`src/rtl/dino_sprite_pkg.sv`:
```
// Shared definitions for the dino sprite ROM: frame indices, states, bitmaps.
// Each bitmap packs row 0 into bits [63:56], so pixel (y,x) sits at bit 63-addr.
package dino_sprite_pkg;

  localparam logic [2:0] FRAME_RUN_A = 3'd0;
  localparam logic [2:0] FRAME_RUN_B = 3'd1;
  localparam logic [2:0] FRAME_JUMP  = 3'd2;
  localparam logic [2:0] FRAME_DUCK  = 3'd3;
  localparam logic [2:0] FRAME_DEAD  = 3'd4;

  // State encoding equals the frame index it displays.
  typedef enum logic [2:0] {
    ST_RUN_A = 3'd0,
    ST_RUN_B = 3'd1,
    ST_JUMP  = 3'd2,
    ST_DUCK  = 3'd3,
    ST_DEAD  = 3'd4
  } anim_state_e;

  localparam logic [63:0] BM_RUN_A = 64'h0E0B_0F8C_FC78_4840;
  localparam logic [63:0] BM_RUN_B = 64'h0E0B_0F8C_FC78_4808;
  localparam logic [63:0] BM_JUMP  = 64'h0E0B_0F8C_FC78_8800;
  localparam logic [63:0] BM_DUCK  = 64'h0000_000E_8BFF_7E24;
  localparam logic [63:0] BM_DEAD  = 64'h0E15_0F8C_FC78_4848;

  // ROW[y][7-x] with y=addr[5:3], x=addr[2:0] collapses to bit 63-addr.
  function automatic logic bm_pixel(
    input logic [63:0] bm,
    input logic [5:0]  addr
  );
    return bm[6'd63 - addr];
  endfunction

endpackage

```
`src/rtl/dino_sprite_rom_if.sv`:
```
// Sprite-ROM bus between the dino layer / game logic and the sprite ROM.
// master drives address and game-state inputs; slave returns colour and index.
interface dino_sprite_rom_if;
  logic [5:0] i_addr;
  logic       o_color;
  logic       i_frame_tick;
  logic       i_jump;
  logic       i_duck;
  logic       i_dead;
  logic [2:0] o_frame_idx;

  modport master (
    output i_addr, i_frame_tick, i_jump, i_duck, i_dead,
    input  o_color, o_frame_idx
  );

  modport slave (
    input  i_addr, i_frame_tick, i_jump, i_duck, i_dead,
    output o_color, o_frame_idx
  );
endinterface

```
`src/rtl/dino_anim_fsm.sv`:
```
// Dino animation FSM: state, leg-swap counter, optional DEAD blink (DINO_BLINK_EN).
// Ports: clk, rst, i_frame_tick, i_jump, i_duck, i_dead -> o_frame_idx, o_blink.
module dino_anim_fsm
  import dino_sprite_pkg::*;
#(
  parameter int ANIM_DIV  = 6,
  parameter int BLINK_DIV = 8
) (
  input  logic       clk,
  input  logic       rst,
  input  logic       i_frame_tick,
  input  logic       i_jump,
  input  logic       i_duck,
  input  logic       i_dead,
  output logic [2:0] o_frame_idx,
  output logic       o_blink
);

  if (ANIM_DIV < 1 || ANIM_DIV > 63 ||
      BLINK_DIV < 1 || BLINK_DIV > 63) begin : g_bad_param
    $error("dino_anim_fsm: divider out of range 1..63");
  end

  localparam logic [5:0] ANIM_LAST = 6'(ANIM_DIV - 1);

  anim_state_e state_q, state_d;
  logic [5:0]  cnt_q, cnt_d;

  always_ff @(posedge clk or posedge rst) begin
    if (rst) begin
      state_q <= ST_RUN_A;
      cnt_q   <= 6'd0;
    end else begin
      state_q <= state_d;
      cnt_q   <= cnt_d;
    end
  end

  always_comb begin
    state_d = state_q;
    cnt_d   = cnt_q;
    if (i_frame_tick) begin
      cnt_d = 6'd0;
      if (i_dead) begin
        state_d = ST_DEAD;
      end else if (i_jump) begin
        state_d = ST_JUMP;
      end else if (i_duck) begin
        state_d = ST_DUCK;
      end else if (state_q == ST_RUN_A ||
                   state_q == ST_RUN_B) begin
        if (cnt_q == ANIM_LAST) begin
          state_d = (state_q == ST_RUN_A) ? ST_RUN_B
                                          : ST_RUN_A;
        end else begin
          cnt_d = cnt_q + 6'd1;
        end
      end else begin
        state_d = ST_RUN_A;
      end
    end
  end

  assign o_frame_idx = state_q;

`ifdef DINO_BLINK_EN
  localparam logic [5:0] BLINK_LAST = 6'(BLINK_DIV - 1);

  logic [5:0] bcnt_q, bcnt_d;
  logic       blink_q, blink_d;

  always_ff @(posedge clk or posedge rst) begin
    if (rst) begin
      bcnt_q  <= 6'd0;
      blink_q <= 1'b0;
    end else begin
      bcnt_q  <= bcnt_d;
      blink_q <= blink_d;
    end
  end

  // Counting starts on the tick after DEAD entry, so the
  // first BLINK_DIV frames of DEAD show the sprite.
  always_comb begin
    bcnt_d  = bcnt_q;
    blink_d = blink_q;
    if (i_frame_tick) begin
      if (i_dead && state_q == ST_DEAD) begin
        if (bcnt_q == BLINK_LAST) begin
          bcnt_d  = 6'd0;
          blink_d = ~blink_q;
        end else begin
          bcnt_d = bcnt_q + 6'd1;
        end
      end else begin
        bcnt_d  = 6'd0;
        blink_d = 1'b0;
      end
    end
  end

  assign o_blink = blink_q;
`else
  assign o_blink = 1'b0;
`endif

endmodule

```
`src/rtl/dino_sprite_rom.sv`:
```
// Dino sprite ROM: zero-latency bitmap lookup under the animation FSM.
// Ports: clk, rst, bus (slave: i_addr, i_frame_tick, i_jump, i_duck, i_dead
// -> o_color, o_frame_idx). Optional DEAD blinking via DINO_BLINK_EN.
module dino_sprite_rom
  import dino_sprite_pkg::*;
#(
  parameter int ANIM_DIV  = 6,
  parameter int BLINK_DIV = 8
) (
  input  logic              clk,
  input  logic              rst,
  dino_sprite_rom_if.slave  bus
);

  logic [2:0] frame_idx;
  logic       blink;
  logic       pix;

  dino_anim_fsm #(
    .ANIM_DIV  (ANIM_DIV),
    .BLINK_DIV (BLINK_DIV)
  ) u_fsm (
    .clk          (clk),
    .rst          (rst),
    .i_frame_tick (bus.i_frame_tick),
    .i_jump       (bus.i_jump),
    .i_duck       (bus.i_duck),
    .i_dead       (bus.i_dead),
    .o_frame_idx  (frame_idx),
    .o_blink      (blink)
  );

  always_comb begin
    pix = 1'b0;
    case (frame_idx)
      FRAME_RUN_A: pix = bm_pixel(BM_RUN_A, bus.i_addr);
      FRAME_RUN_B: pix = bm_pixel(BM_RUN_B, bus.i_addr);
      FRAME_JUMP:  pix = bm_pixel(BM_JUMP,  bus.i_addr);
      FRAME_DUCK:  pix = bm_pixel(BM_DUCK,  bus.i_addr);
      FRAME_DEAD:  pix = bm_pixel(BM_DEAD,  bus.i_addr);
      default:     pix = 1'b0;
    endcase
  end

  assign bus.o_color     = pix & ~blink;
  assign bus.o_frame_idx = frame_idx;

endmodule

```
`src/flat_wrapper.sv`:
```
// flat-port wrapper written by rule: the top's interface ports become plain ports
module dino_sprite_rom_flat import dino_sprite_pkg::*;
#(
  parameter int ANIM_DIV  = 6,
  parameter int BLINK_DIV = 8
)
  (clk, rst, bus_i_addr, bus_i_frame_tick, bus_i_jump, bus_i_duck, bus_i_dead, bus_o_color, bus_o_frame_idx);
  dino_sprite_rom_if bus_i ();
  input  logic clk;
  input  logic rst;
  input wire logic [$bits(bus_i.i_addr)-1:0] bus_i_addr;
  input wire logic [$bits(bus_i.i_frame_tick)-1:0] bus_i_frame_tick;
  input wire logic [$bits(bus_i.i_jump)-1:0] bus_i_jump;
  input wire logic [$bits(bus_i.i_duck)-1:0] bus_i_duck;
  input wire logic [$bits(bus_i.i_dead)-1:0] bus_i_dead;
  output wire logic [$bits(bus_i.o_color)-1:0] bus_o_color;
  output wire logic [$bits(bus_i.o_frame_idx)-1:0] bus_o_frame_idx;
  assign bus_i.i_addr = bus_i_addr;
  assign bus_i.i_frame_tick = bus_i_frame_tick;
  assign bus_i.i_jump = bus_i_jump;
  assign bus_i.i_duck = bus_i_duck;
  assign bus_i.i_dead = bus_i_dead;
  assign bus_o_color = bus_i.o_color;
  assign bus_o_frame_idx = bus_i.o_frame_idx;
  dino_sprite_rom #(.ANIM_DIV(ANIM_DIV), .BLINK_DIV(BLINK_DIV)) u_core (.clk(clk), .rst(rst), .bus(bus_i));
endmodule
```
`config.mk`:
```
export PLATFORM = sky130hd
export DESIGN_NAME = dino_sprite_rom_flat
export DESIGN_NICKNAME = d
export VERILOG_FILES = /design/src/rtl/dino_sprite_pkg.sv /design/src/rtl/dino_sprite_rom_if.sv /design/src/rtl/dino_anim_fsm.sv /design/src/rtl/dino_sprite_rom.sv /design/src/flat_wrapper.sv
export SDC_FILE = /design/constraint.sdc
export NUM_CORES = 1
export LEC_CHECK = 0
export BUFFER_PORTS_ARGS = -buffer_cell sky130_fd_sc_hd__buf_4
export CORE_MARGIN = 5
export CORE_UTILIZATION = 53
export CTS_CLUSTER_DIAMETER = 40
export DETAILED_ROUTE_END_ITERATION = 10
export PLACE_DENSITY = 0.77
export SLEW_MARGIN = 40
export SYNTH_ARGS = -nofsm -noshare
export SYNTH_HDL_FRONTEND = slang
export SYNTH_SLANG_ARGS = --single-unit
```
`constraint.sdc`:
```
create_clock -name clk -period 2.1 [get_ports clk]
set_input_delay 0.21 -clock clk [delete_from_list [all_inputs] [get_ports clk]]
set_output_delay 0.21 -clock clk [all_outputs]
set_load 0.02 [all_outputs]
```
* Word level (Yosys, flattened, before mapping)
Memory sizes are Yosys's and may differ from the RTL's.
Cells that the tools add are included.
** Cells by class
- Add/sub/neg operators :: 2
- Multipliers :: 0
- Divide/modulo/power cells :: 0
- $lt $le $gt $ge :: 1
- Equal/unequal tests :: 6
- Shifts and indexed selects :: 0
- Mux-type cells :: 17
- Bitwise operators :: 0
- Reductions and logical operators :: 3
** Operators with widths (count)
- $mux 6 :: 5
- $mux 3 :: 5
- $lt 6x7->1 const B :: 1
- $add 6x1->6 const B :: 1
- $eq 3x2->1 const B :: 2
- $eq 6x3->1 const B :: 1
- $mux 1 :: 6
- $sub 6x6->6 const A :: 1
- $ne 5x4->1 const B :: 1
- $pmux 1 s5 :: 1
- $eq 3x1->1 const B :: 1
- $eq 3x3->1 const B :: 1
- $logic_not 3->1 :: 1
- $reduce_and 2->1 :: 1
- $logic_or 1x1->1 :: 1
** Storage, ports and cells
- Bits in registers :: 9
- Bits in latches :: 0
- Memory bits (writable) :: 0
- Bits in read-only memories :: 320
- Input port bits :: 12
- Output and inout bits :: 4
- Word-level logic and storage cells :: 36
- Memories :: 5
** Memories
- (no name shown) :: words 64, bits a word 1, read ports 1, clocked after Yosys merged registers in 0, wr ports 0, line dino_sprite_pkg.sv:31 : return bm[6'd63 - addr];
- (no name shown) :: words 64, bits a word 1, read ports 1, clocked after Yosys merged registers in 0, wr ports 0, line dino_sprite_pkg.sv:31
- (no name shown) :: words 64, bits a word 1, read ports 1, clocked after Yosys merged registers in 0, wr ports 0, line dino_sprite_pkg.sv:31
- (no name shown) :: words 64, bits a word 1, read ports 1, clocked after Yosys merged registers in 0, wr ports 0, line dino_sprite_pkg.sv:31
- (no name shown) :: words 64, bits a word 1, read ports 1, clocked after Yosys merged registers in 0, wr ports 0, line dino_sprite_pkg.sv:31

* Longest topological paths before layout
- Depth in word-level cells :: 7
- Gate-level depth with buffers :: 8
- Gate-level depth less buffers :: 7

* Cells and area by module
Synthesis repeated with hierarchy kept, for this count alone.
** Unflattened totals
- Cell total of the unflattened synthesis :: 110
- Area total of the unflattened synthesis :: 920.9 um^2
** By module, submodules not included
- dino_anim_fsm :: times used 1, cells an instance 55, area an instance 548.0 um^2, seq. area each 225.2 um^2
- dino_sprite_rom :: times used 1, cells an instance 55, area an instance 372.9 um^2, seq. area each 0.0 um^2

* Worst setup path after synthesis
OpenSTA, ideal clock, no wires.
- Path type :: input -> output
- From :: input bus_i_addr[0]
- To :: output bus_o_color
- Arrival :: 1.838 ns
- Required time :: 1.890 ns
- Path slack :: 0.052 ns
- Cell stages on the path :: 7
- Path buffers :: 1
- Path through :: buf_2 nor2_1 ha_1 or4b_1 a311oi_1 o32ai_1 o221ai_1
** Between the ends
- Longest elaborated chain between the ends :: 4
** RTL lines
- start: declaration :: line flat_wrapper.sv:11 : input wire logic [$bits(bus_i.i_addr)-1:0] bus_i_addr;
- $sub 6x6->6 (*) :: line dino_sprite_pkg.sv:31
- $mem_v2 64x1
- $mux 1 (not written as such) :: line dino_sprite_pkg.sv:31
- $pmux 1 s5 (*) :: line dino_sprite_rom.sv:35 : case (frame_idx)
- end: declaration :: line flat_wrapper.sv:16 : output wire logic [$bits(bus_i.o_color)-1:0] bus_o_color;
Every way passes the cells marked *; elsewhere a longest branch is shown, timed or not. The select of a mux whose other input is x is not followed.

* Final worst setup path
Ends and elaborated chain as after synthesis.

==> flow_metrics.env <==
export IMPL_peakVddDrop_mv=0.476
export IMPL_timing_final_ws_setup_ns=0.0659
export IMPL_ys_ff_latch=9
export IMPL_area_growth_pct=23.1
export IMPL_layout_min_cycle_time_ns=2.03
export IMPL_gp_congestion=0.825
export IMPL_synth_xor_area_share=0.0315
export IMPL_arrival_ns=1.82
export IMPL_fillers=127
export IMPL_synth_compound_area_share=0.252
export IMPL_insertedDiodeCount=0
export IMPL_clockRootBuffer="clkbuf_4"
export IMPL_post_cts_buffers=0
export IMPL_powerDensity_nw_per_um2=470
export IMPL_antenna_found_initial=0
export IMPL_synth_ff_type="dfrtp_1"
export IMPL_startpoint_type="input port"
export IMPL_holdCritStartpoint="bus_i_jump"
export IMPL_rrSetupSlack_ns=0.44
export IMPL_synthAdderAreaFrac=0.0450
export IMPL_die_area_sq_um=2470
export IMPL_yosysTopAreaCell="dfrtp_1"
export IMPL_status="completed"
export IMPL_drt_antenna_violating_nets=0
export IMPL_maxSlewViolCount=0
export IMPL_initial_utilization=0.554
export IMPL_p_leak_nw=0.433
export IMPL_row_count=14
export IMPL_layout_common_cells="buf_4 (21), nand2_1 (15), dfrtp_1 (9)"
export IMPL_critical_path_required_ns=1.89
export IMPL_ctsLongestPathBuffers=2
export IMPL_num_vias=821
export IMPL_grt_ovfl_total=0
export IMPL_yosys_area_share_simple=0.298
export IMPL_dieWidth_um=49.7
export IMPL_path_class="in2out"
export IMPL_relSlewSlack=0.747
export IMPL_grt_total_usage=0.149
export IMPL_nets=137
export IMPL_yosysSeqAreaShare=0.270
export IMPL_period_share=0.969
export IMPL_finalHoldViolations=0
export IMPL_hold_path_class="in2reg"
export IMPL_synth_cells=104
export IMPL_synth_distinct_cells=42
export IMPL_path_max_fanout=2
export IMPL_first_pass_iters=4
export IMPL_final_setup_viol_count=0
export IMPL_portBuffers=15
export IMPL_pre_cts_slack_ns=-0.00476
export IMPL_grt_pass1_wl_um=2990
export IMPL_r2r_start="u_core.u_fsm.o_frame_idx[2]"
export IMPL_rr_worst_depth=4
export IMPL_core_area_sq_um=1510
export IMPL_grt_pass1_vias=706
export IMPL_drive_gt1_frac=0.264
export IMPL_clock_sinks=9
export IMPL_wl_um=1830
export IMPL_synth_async_reset_ratio=1.00
export IMPL_drcViolationCount=0
export IMPL_syn_area_sq_um=835
export IMPL_ctsHtreeMaxLevel=1
export IMPL_yosys_top_cells_area="dfrtp_1 (27%), nand2_1 (6.7%), ha_1 (4.5%)"
export IMPL_final_util=0.682
export IMPL_routedWlPerCell_um=13.4
export IMPL_holdPathEnd="u_core.u_fsm.o_frame_idx[0]"
export IMPL_ios=16
export IMPL_layout_cells_most_common="buf_4"
export IMPL_syn_area_per_cell_sq_um=8.02
export IMPL_dp_hpwl_um=1380
export IMPL_fmax_mhz=492
export IMPL_yosysTopAreaCellShare=0.270
export IMPL_synth_edf_count=0
export IMPL_holdPathStages=2
export IMPL_grt_start_max_net_pins=20
export IMPL_maxCapViolCount=0
export IMPL_cts_buffers=3
export IMPL_crit_reg2reg_capture="u_core.u_fsm.cnt_q[4]"
export IMPL_cts_tree="yes"
export IMPL_tightest_slew_ns=0.370
export IMPL_synth_area_mux_share=0.0270
export IMPL_synth_top_family_by_area="simple AND/OR/NAND/NOR gates"
export IMPL_die_h_um=49.7
export IMPL_initialDrtViolationCount=29
export IMPL_skew_ns=0.00669
export IMPL_clk_latency_ns=0.26
export IMPL_clk_pin_slew_ns=0.07
export IMPL_post_drt_via_cell_ratio=5.99
export IMPL_syn_nets=119
export IMPL_endpoint_kind="output pin"
export IMPL_ys_warn_count=0
-- metal layers --
| metal | vias to the layer above | GRT usage | part of all wire |
|---|---|---|---|
| met2 | 20 | 0.231 | 0.49 |
| met5 | - | 0 | 0 |
| met3 | 2 | 0.0331 | 0.048 |
| met4 | 0 | 0.0568 | 0.0093 |
| met1 | 384 | 0.200 | 0.45 |
| li1 | 415 | - | - |
-- critical path, cell delays in order --
cell	delay [ns]
buf_4	0.12
nor2_4	0.14
ha_4	0.22
or4b_1	0.50
a311oi_1	0.27
o32ai_1	0.11
o221ai_1	0.09
buf_4	0.17
-- cells by family (layout without fill, tap and decap cells) --
| logic type | count (synthesis) | after routing |
|---|---|---|
| simple gates | 43 | 43 |
| mux | 2 | 2 |
| flops | 9 | 9 |
| xor+xnor | 3 | 3 |
| compound gates | 29 | 29 |
| buf+inv | 15 | 32 |
| fa+ha+maj | 3 | 3 |
-- cell usage after synthesis (2+ instances only) --
| master | n |
|---|---|
| a21oi_1 | 7 |
| mux2_2 | 2 |
| nor2_1 | 9 |
| dfrtp_1 | 9 |
| nor3_1 | 2 |
| ha_1 | 3 |
| o2111ai_1 | 2 |
| or4b_1 | 2 |
| nand2_1 | 15 |
| inv_1 | 6 |
| clkbuf_1 | 3 |
| o41ai_1 | 2 |
| nor2b_1 | 2 |
| o22ai_1 | 2 |
| nand2b_1 | 2 |
| buf_2 | 5 |
| xnor2_1 | 2 |
| o21ai_0 | 5 |
-- layout make-up --
type / instances / area (sq um) / share of cell area
Sequential cell: 9 / 225 / 0.219
Timing Repair Buffer: 22 / 168 / 0.163
Clock buffer: 4 / 26.3 / 0.0256
Inverter: 6 / 22.5 / 0.0219
Tap cell: 16 / 20.0 / 0.0195
Multi-Input combinational cell: 80 / 566 / 0.551
-- power by group --
part           total (W)  switching (W)  internal [W]
clock           0.000136      0.0000630     0.0000732
sequential      0.000191      0.0000114      0.000180
combinational   0.000156      0.0000830     0.0000727
-- through the flow --
step | TNS, ns | cells | hold slack (ns) | total power (W) | cell area, sq um
floorplan | 0 | 104 | 0.0379 | 0.000287 | 835
global placement | 0 | 132 | 0.194 | 0.000342 | 971
detailed placement | -0.00476 | 132 | 0.195 | 0.000344 | 971
CTS | 0 | 137 | 0.167 | 0.000484 | 1010
global route | -0.00857 | 137 | 0.157 | 0.000520 | 1030
finish | 0 | 137 | 0.171 | 0.000483 | 1030
-- worst max-delay path by stage --
stage / from / endpoint / slack [ns] / cells after the start
6_report: bus_i_addr[0] / bus_o_color / 0.07 / 8
5_1_grt: bus_i_addr[0] / bus_o_color / -0.009 / 8
4_1_cts: bus_i_addr[0] / bus_o_color / 0.03 / 8
3_5_place_dp: bus_i_addr[0] / bus_o_color / -0.005 / 8
3_3_place_gp: bus_i_addr[0] / bus_o_color / 0.04 / 8
2_1_floorplan: bus_i_addr[0] / bus_o_color / 0.05 / 7
-- sequential cells by signal, indices dropped and copies added (netlist names) --
name,cells
u_core.u_fsm.cnt_q,6
u_core.u_fsm.o_frame_idx,3
-- what timing repair did --
| item | in CTS | in global routing |
|---|---|---|
| pin swaps | 1 | 4 |
| hold buffers | 1 | 0 |
| resized for setup | 0 | 3 |
| setup endpoints to repair | 1 | 1 |
| hold endpoints to repair | 9 | 0 |
(Power assumes the default switching activity.)
